--- config.mk ---
export PLATFORM = sky130hd
export DESIGN_NAME = dly_load_seq
export DESIGN_NICKNAME = d
export VERILOG_FILES = /design/src/rtl/dly_load_seq.sv
export SDC_FILE = /design/constraint.sdc
export NUM_CORES = 1
export LEC_CHECK = 0
export ABC_CLOCK_PERIOD_IN_PS = 2600
export CORE_MARGIN = 10
export CORE_UTILIZATION = 51
export DETAILED_ROUTE_END_ITERATION = 10
export HOLD_SLACK_MARGIN = 0.15
export MAX_ROUTING_LAYER = met4
export PLACE_DENSITY = 0.71
export SETUP_SLACK_MARGIN = 0.2
export SKIP_CTS_REPAIR_TIMING = 1
export SLEW_MARGIN = 20
export SYNTH_ARGS = -nofsm -noshare
export SYNTH_HDL_FRONTEND = slang
export SYNTH_SLANG_ARGS = --single-unit
--- constraint.sdc ---
create_clock -name clk_div -period 2.6 [get_ports clk_div]
set_clock_uncertainty 0.2 [all_clocks]
set_input_delay 0.65 -clock clk_div [delete_from_list [all_inputs] [get_ports clk_div]]
set_output_delay 0.65 -clock clk_div [all_outputs]
set_load 0.1 [all_outputs]
--- src/rtl/dly_load_seq.sv ---
// dly_load_seq
// Holds a shadow copy of the 19 per-bit delay settings of one byte lane
// (odelay DQ0-7/DQS/DM at addresses 0..9, idelay DQ0-7/DQS at 16..24) and
// replays them into the lane's delay chain on request.
//
// A start pulse scans all 19 entries in ascending address order, one per
// cycle. Each entry is loaded in "all" mode, or in "dirty" mode when it has
// been written since it was last loaded. SET_WAIT quiet cycles follow the
// scan, then a set pulse commits the delays and a done pulse closes the
// sequence.
//
// Ports
//   clk_div      : clock, rising edge
//   rst_n        : asynchronous active-low reset
//   wr_en        : write one shadow entry
//   wr_addr[4:0] : shadow address (0..9, 16..24 valid; others ignored)
//   wr_data[7:0] : delay value (3 LSBs = fine delay)
//   start_all    : pulse, load every entry then set
//   start_dirty  : pulse, load dirty entries only then set
//   dly_data[7:0]: delay value to the lane (registered)
//   dly_addr[4:0]: delay select to the lane (registered)
//   ld_delay     : load strobe to the lane (registered)
//   set          : apply-all-delays strobe (registered)
//   busy         : sequence in progress (registered)
//   done         : one-cycle completion pulse (registered)
module dly_load_seq #(
  parameter logic [7:0]  INIT_DLY = 8'h00,
  parameter int unsigned SET_WAIT = 2      // 1..7
) (
  input  logic       clk_div,
  input  logic       rst_n,
  input  logic       wr_en,
  input  logic [4:0] wr_addr,
  input  logic [7:0] wr_data,
  input  logic       start_all,
  input  logic       start_dirty,
  output logic [7:0] dly_data,
  output logic [4:0] dly_addr,
  output logic       ld_delay,
  output logic       set,
  output logic       busy,
  output logic       done
);

  localparam int unsigned N_ENT     = 19;
  localparam logic [4:0]  LAST_IDX  = 5'(N_ENT - 1);
  localparam logic [2:0]  WAIT_LAST = 3'(SET_WAIT - 1);

  typedef enum logic [2:0] {
    S_IDLE,
    S_SCAN,
    S_WAIT,
    S_SET,
    S_DONE
  } state_e;

  // Shadow file, indexed 0..18 (address 16..24 maps to index 10..18).
  logic [7:0]       shadow_q [N_ENT];
  logic [N_ENT-1:0] dirty_q;

  state_e     state_q;
  logic [4:0] idx_q;        // scan position, 0..18
  logic [2:0] wait_q;       // cycles spent in WAIT
  logic       mode_all_q;   // 1: load every entry, 0: dirty entries only
  logic [7:0] dly_data_q;
  logic [4:0] dly_addr_q;
  logic       ld_q;
  logic       set_q;
  logic       busy_q;
  logic       done_q;

  // Write address decode: fold the two valid windows onto the 0..18 index.
  logic       wr_hit;
  logic [4:0] wr_idx;

  always_comb begin
    // NOTE: every combinational output gets a default first, so no path
    // leaves a signal unassigned and no latch is inferred.
    wr_hit = 1'b0;
    wr_idx = '0;
    if (wr_en) begin
      if (wr_addr <= 5'd9) begin
        wr_hit = 1'b1;
        wr_idx = wr_addr;
      end else if (wr_addr >= 5'd16 && wr_addr <= 5'd24) begin
        wr_hit = 1'b1;
        wr_idx = wr_addr - 5'd6;
      end
    end
  end

  // Address presented to the lane for the entry currently being visited.
  logic [4:0] scan_addr;
  logic       ld_now;

  assign scan_addr = (idx_q < 5'd10) ? idx_q : idx_q + 5'd6;
  assign ld_now    = (state_q == S_SCAN) && (mode_all_q || dirty_q[idx_q]);

  // Shadow file and dirty bits.
  always_ff @(posedge clk_div or negedge rst_n) begin
    if (!rst_n) begin
      // NOTE: the shadow file is reset explicitly; every entry must come
      // out of reset at INIT_DLY and marked dirty so the first dirty
      // sequence programs the whole lane.
      for (int i = 0; i < int'(N_ENT); i++) begin
        shadow_q[i] <= INIT_DLY;
      end
      dirty_q <= '1;
    end else begin
      // NOTE: non-blocking assignments; the load below reads the value
      // before this edge's write, and when both touch the same dirty bit
      // the later write assignment wins, so a racing write stays dirty.
      if (ld_now) begin
        dirty_q[idx_q] <= 1'b0;
      end
      if (wr_hit) begin
        shadow_q[wr_idx] <= wr_data;
        dirty_q[wr_idx]  <= 1'b1;
      end
    end
  end

  // Sequencer with registered lane-side outputs. Each state's outputs
  // appear in the cycle after the edge that executes the state, which is
  // why the done pulse is visible while the state is already back in IDLE.
  always_ff @(posedge clk_div or negedge rst_n) begin
    if (!rst_n) begin
      state_q    <= S_IDLE;
      idx_q      <= '0;
      wait_q     <= '0;
      mode_all_q <= 1'b0;
      dly_data_q <= '0;
      dly_addr_q <= '0;
      ld_q       <= 1'b0;
      set_q      <= 1'b0;
      busy_q     <= 1'b0;
      done_q     <= 1'b0;
    end else begin
      // Strobes and lane data are single-cycle unless re-asserted.
      ld_q       <= 1'b0;
      set_q      <= 1'b0;
      done_q     <= 1'b0;
      dly_data_q <= '0;
      dly_addr_q <= '0;

      case (state_q)
        S_IDLE: begin
          // done_q marks the done cycle; a start sampled there is dropped.
          if ((start_all || start_dirty) && !done_q) begin
            state_q    <= S_SCAN;
            idx_q      <= '0;
            mode_all_q <= start_all;
          end
        end

        S_SCAN: begin
          busy_q <= 1'b1;
          ld_q   <= ld_now;
          if (ld_now) begin
            dly_addr_q <= scan_addr;
            dly_data_q <= shadow_q[idx_q];
          end
          if (idx_q == LAST_IDX) begin
            state_q <= S_WAIT;
            wait_q  <= '0;
          end else begin
            idx_q <= idx_q + 5'd1;
          end
        end

        S_WAIT: begin
          busy_q <= 1'b1;
          if (wait_q == WAIT_LAST) begin
            state_q <= S_SET;
          end else begin
            wait_q <= wait_q + 3'd1;
          end
        end

        S_SET: begin
          busy_q  <= 1'b1;
          set_q   <= 1'b1;
          state_q <= S_DONE;
        end

        S_DONE: begin
          busy_q  <= 1'b0;
          done_q  <= 1'b1;
          state_q <= S_IDLE;
        end

        default: begin
          state_q <= S_IDLE;
        end
      endcase
    end
  end

  assign dly_data = dly_data_q;
  assign dly_addr = dly_addr_q;
  assign ld_delay = ld_q;
  assign set      = set_q;
  assign busy     = busy_q;
  assign done     = done_q;

endmodule

Word-level counts from Yosys, hierarchy flattened
Cells that the tools add are included.
- register bits: 200
- latch bits: 0
- RAM bits: 0
- ROM bits: 0
- input port bits: 18
- output and inout bits: 17
- logic and storage cells: 118
- memories kept: 0
- add/subtract/negate cells: 4
- $mul: 0
- div/mod/pow operators: 0
- magnitude comparators: 11
- equal/unequal tests: 11
- shift operators: 0
- multiplexer cells: 39
- bitwise logic cells: 5
- reduce and logical (&&, ||, !) cells: 18
- operators with widths (cell ; count):
    bitwise mux 152 bit ; 1
    binary-select mux 8 bit (select 5 bit) ; 1
    demux 8 bit (select 5 bit) ; 1
    2-to-1 mux 5 bit ; 8
    2-to-1 mux 8 bit ; 5
    2-to-1 mux 19 bit ; 2
    bitwise AND 19 bit ; 1
    inverter 19 bit ; 1
    bitwise OR 19 bit ; 1
    2-to-1 mux 3 bit ; 5
    greater-or-equal comparator 6 bit (second input constant) ; 2
    < comparator 5 x 6 -> 1 bit (second input constant) ; 2
    inverter 5 -> 6 bit ; 2
    case mux 3 bit (4 select lines) ; 1
    demux 1 bit (select 5 bit) ; 2
    greater-or-equal comparator 5 x 1 -> 1 bit (second input constant) ; 2
    case mux 5 bit (2 select lines) ; 1
    2-to-1 mux 1 bit ; 9
    AND reduction 3 bit ; 3
    inequality test 2 bit (second input constant) ; 4
    equality test 3 x 1 -> 1 bit (second input constant) ; 2
    equality test 3 x 2 -> 1 bit (second input constant) ; 2
    logical AND 1 bit ; 6
    < comparator 6 x 1 -> 1 bit (second input constant) ; 1
    other kinds (20) ; 23

Logic depth before layout (Yosys ltp)
Gate-level depths: netlist (run 1).
- depth after elaboration: 11
- depth in mapped cells: 11
- mapped depth without buffers: 7

Worst setup path before layout (run 1)
No wires, ideal clock.
- kind: input port to flip-flop
- start point: input wr_addr[1]
- end point: register shadow_q[112] (netlist bit)
- setup time: 0.125 ns
- data arrival time: 2.332 ns
- required time: 2.275 ns
- path slack: -0.057 ns
- stages: 8
- path buffers: 1
- cells stage by stage: inv_1 > ha_1 > nor2b_1 > o211ai_1 > a21oi_2 > and3_1 > buf_4 > mux2_2
- longest elaborated chain between the ends: 11
- ends and longest elaborated chain (what ; RTL line ; source):
    start, declared ; 33 ; input logic [4:0] wr_addr,
    greater-or-equal comparator 5 bit / <= comparator 5 bit (equally long branches) ; 85 ; end else if (wr_addr >= 5'd16 && wr_addr <= 5'd24) begin
    logical AND 1 bit ; 85 ;
    2-to-1 mux 5 bit ; 85 ;
    2-to-1 mux 5 bit ; 82 ; if (wr_addr <= 5'd9) begin
    2-to-1 mux 5 bit ; 81 ; if (wr_en) begin
    inverter 5 -> 6 bit (not written as such) ; 117 ; shadow_q[wr_idx] <= wr_data;
    greater-or-equal comparator 6 bit (not written as such) / < comparator 6 x 1 -> 1 bit (equally long branches) ; 117 ;
    logical AND 1 bit (not written as such) ; 117 ;
    2-to-1 mux 8 bit (not written as such) ; 117 ;
    demux 8 bit (select 5 bit) ; 117 ;
    bitwise mux 152 bit ; 117 ;
    end signal, assigned by index ; 117 ;
    end, declared ; 58 ; logic [7:0] shadow_q [N_ENT];
Several ways; a longest one is shown, not always the timed one.
A chain may end at the register's enable or synchronous reset.

Worst setup path in the final report (run 1)
- start point: input wr_addr[1]
- end point: register shadow_q[121] (netlist bit)
The elaborated chain is that of the path after synthesis.

==> results.json, run 1 <==
{
  "ys_types": 63,
  "reg2reg_depth": 7,
  "dpl.hpwl_um": 15800,
  "avgSynthCellArea_um2": 13.9,
  "multi_input_area_mm2": 0.00492,
  "slew_violations": 0,
  "required_ps": 2720,
  "leakage_nw": 5.53,
  "clkTransAtPathRegs_ps": 70,
  "power_density_mw_per_mm2": 958,
  "port_buffers": 34,
  "worstHoldStart": "dirty_q[18]",
  "final_area_mm2": 0.0122,
  "worstMarginPinSlew_ps": 754,
  "path_cells": "buf_6 -> buf_12 -> or4b_4 -> a21oi_4 -> and3b_2 -> buf_12 -> buf_12 -> nand2_8 -> mux2_4",
  "combPwrFrac_pct": 37.8,
  "cap_violations": 0,
  "syn_to_final_growth_pct": 23.2,
  "layout.area.seq_mm2": 0.00503,
  "whs_endpoint": "dirty_q[18]",
  "power.net_switching_w": 0.00412,
  "drt-vias-per-instance": 5.90,
  "critical_path_class": "input pin to flop",
  "fp-row-count": 50,
  "core_area_mm2": 0.0189,
  "clk_latency_ps": 440,
  "cts_tree": "done",
  "die_w_um": 159,
  "grtUsageTotal_pct": 18.6,
  "gp_congestion": 0.861,
  "yosysWarnings": 0,
  "reg2reg_slack_ps": 250,
  "worstHoldPathCells": 2,
  "syn-instance-count": 710,
  "post-route-min-period_ps": 2450,
  "ys_ff_latch": 200,
  "grt_pass1_vias": 6669,
  "drt_pass1_iterations": 5,
  "grt_pass1_wl_um": 37500,
  "grt.overflow.total": 0,
  "setup_viol": 0,
  "htreeDepth": 4,
  "grt_max_degree": 60,
  "ys.flop_type": "dfrtp_1",
  "rsz0062_at_grt": "yes",
  "post-route-util_pct": 64.4,
  "critPathSlowestCell": "or4b_4",
  "peakVddDrop_v": 0.000517,
  "rr_endpoint": "dirty_q[7]",
  "yosysSeqAreaShare_pct": 50.9,
  "fillCellCount": 1334,
  "path_common_cell": "buf_12",
  "clock-root-buffer": "clkbuf_16",
  "fmaxAchievable_mhz": 409,
  "end_kind": "flop",
  "sw_frac_of_total_pct": 35.4,
  "path_max_fanout": 8,
  "syn_nets": 738,
  "pwr-share-clk_pct": 24.8,
  "intPower_w": 0.00753,
  "dpl-instance-area_mm2": 0.0112,
  "hp-class": "flop to flop",
  "cp-startpoint": "wr_addr[1]",
  "max-slew-margin-rel_pct": 49.6,
  "synth-edff-count": 0,
  "drive_above_1_share_pct": 50.4,
  "pwr-share-seq_pct": 37.4,
  "hold_viol_final": 0,
  "vias": 6282,
  "status": "completed",
  "final_cells": 1065,
  "wl_per_cell_um": 22.4,
  "start_util_pct": 52.3,
  "clk_path_buf_depth": 2,
  "r2r_start": "idx_q[0]",
  "nNetsFinal": 819,
  "die-area_mm2": 0.0253,
  "cts_buffers": 17,
  "drcViolationCount": 0,
  "post_synth_instance_area_mm2": 0.00987,
  "dp.cells": 1025,
  "ys_async_sr_fraction_pct": 100,
  "grt_antenna_before_repair": 1,
  "drt_iter0_drc": 502,
  "ioPinCount": 35,
  "routed_wl_um": 23900,
  "worstPathArrival_ps": 2570,
  "die_h_um": 159,
  "cts_sinks": 200,
  "antenna_left": 0,
  "worstSetupStartpointType": "input pin",
  "cpPeakStageDelay_ps": 550,
  "finalCritPeriodShare_pct": 94.2
}
power by group through the flow:
stage                     Sequential, W  Clock, W  Combinational [W]
after global placement          0.00430         0            0.00406
after CTS                       0.00430   0.00292            0.00419
after global routing            0.00442   0.00306            0.00471
final                           0.00436   0.00289            0.00440
after detailed placement        0.00435         0            0.00416
after floorplan                 0.00464         0            0.00269
metrics by stage:
step | setup slack (ps) | hold WS (ps) | setup TNS, ps | power [W]
after floorplan | 77.3 | 154 | 0 | 0.00733
after global placement | -681 | 260 | -100550 | 0.00836
after detailed placement | -721 | 270 | -106150 | 0.00850
after CTS | -278 | -0.301 | -28500 | 0.0114
after global routing | 125 | 307 | 0 | 0.0122
final | 152 | 284 | 0 | 0.0117
flip-flops by register name (all words and copies together), names as in the netlist:
register    flops
idx_q           5
mode_all_q      1
set             1
shadow_q      152
dly_data        8
dirty_q        19
state_q         3
done            1
busy            1
ld_delay        1
wait_q          3
dly_addr        5
logic make-up after synthesis:
| logic type | synth area share [%] |
|---|---|
| mux | 29.5 |
| flops | 50.9 |
| simple gates | 7.39 |
| compound gates | 6.68 |
| buf+inv | 3.80 |
| fa+ha+maj | 1.27 |
| xor+xnor | 0.444 |
worst max path at each step:
stage / to / slack [ps] / depth (start not counted)
after detailed placement: shadow_q[33] / -720 / 8
final: shadow_q[121] / 150 / 9
after floorplan: shadow_q[121] / 80 / 8
after global routing: shadow_q[10] / 120 / 11
after global placement: shadow_q[146] / -680 / 8
after CTS: shadow_q[33] / -280 / 8
synth_stat cells, drive strengths merged, types with 3 or more instances:
| cell | number | area, µm² |
|---|---|---|
| dfrtp | 181 | 4530 |
| mux2 | 162 | 1940 |
| nor2 | 38 | 143 |
| buf | 35 | 249 |
| mux4 | 35 | 788 |
| nand2 | 31 | 140 |
| o21ai | 20 | 100 |
| clkbuf | 19 | 71.3 |
| dfstp | 19 | 499 |
| mux2i | 18 | 180 |
| a21oi | 17 | 104 |
| inv | 14 | 55.1 |
| a31oi | 13 | 81.3 |
| nand3 | 12 | 135 |
| a41oi | 10 | 121 |
| ha | 10 | 125 |
| a221oi | 8 | 70.1 |
| and3 | 8 | 50.1 |
| nor2b | 7 | 43.8 |
| a2bb2oi | 6 | 52.6 |
| nand2b | 6 | 37.5 |
| nor3 | 5 | 47.5 |
| nor3b | 4 | 35.0 |
| xnor2 | 3 | 26.3 |
layout by cell type (no fill, tap or decap), drive strengths merged, types with 13 or more instances in the layout:
| master | count |
|---|---|
| inv | 17 |
| dfstp | 19 |
| a21oi | 17 |
| o21ai | 20 |
| mux2i | 18 |
| buf | 97 |
| mux2 | 162 |
| nor2 | 38 |
| clkbuf | 21 |
| dfrtp | 181 |
| mux4 | 35 |
| a31oi | 13 |
| nand2 | 32 |
| nand3 | 13 |
critical path: cells and delay by family:
family	cells	cell delay, ps
multiplexers	1	310
AO/OA/AOI/OAI	1	170
buffers and inverters	4	540
AND/OR/NAND/NOR	3	900
routing by layer:
metal	up-vias	wire length [µm]	global-route usage (%)
met5	-	0	-
met1	3301	10600	24.6
met3	33	1140	3.20
met4	0	407	5.52
met2	171	11700	28.9
li1	2777	-	-
layout make-up:
cell class,instances,share of cell area [%]
flip-flops and latches,200,41.4
multi-input cells,444,40.4
repair buffers,114,9.55
clock buffers,19,3.72
well taps,260,2.67
clock inverters,13,1.57
inverters,14,0.658
diodes,1,0.0206
Note: power is estimated with default switching activity, not from simulation.
==> run 2: changes to the inputs <==
--- a/config.mk
+++ b/config.mk
@@ -8,6 +8,7 @@
 export ABC_CLOCK_PERIOD_IN_PS = 2600
 export CORE_MARGIN = 10
 export CORE_UTILIZATION = 51
+export CTS_CLUSTER_SIZE = 20
 export DETAILED_ROUTE_END_ITERATION = 10
 export HOLD_SLACK_MARGIN = 0.15
 export MAX_ROUTING_LAYER = met4
==> results of run 2 <==
No change in the layout: final DEF, timing and power equal those of run 1.
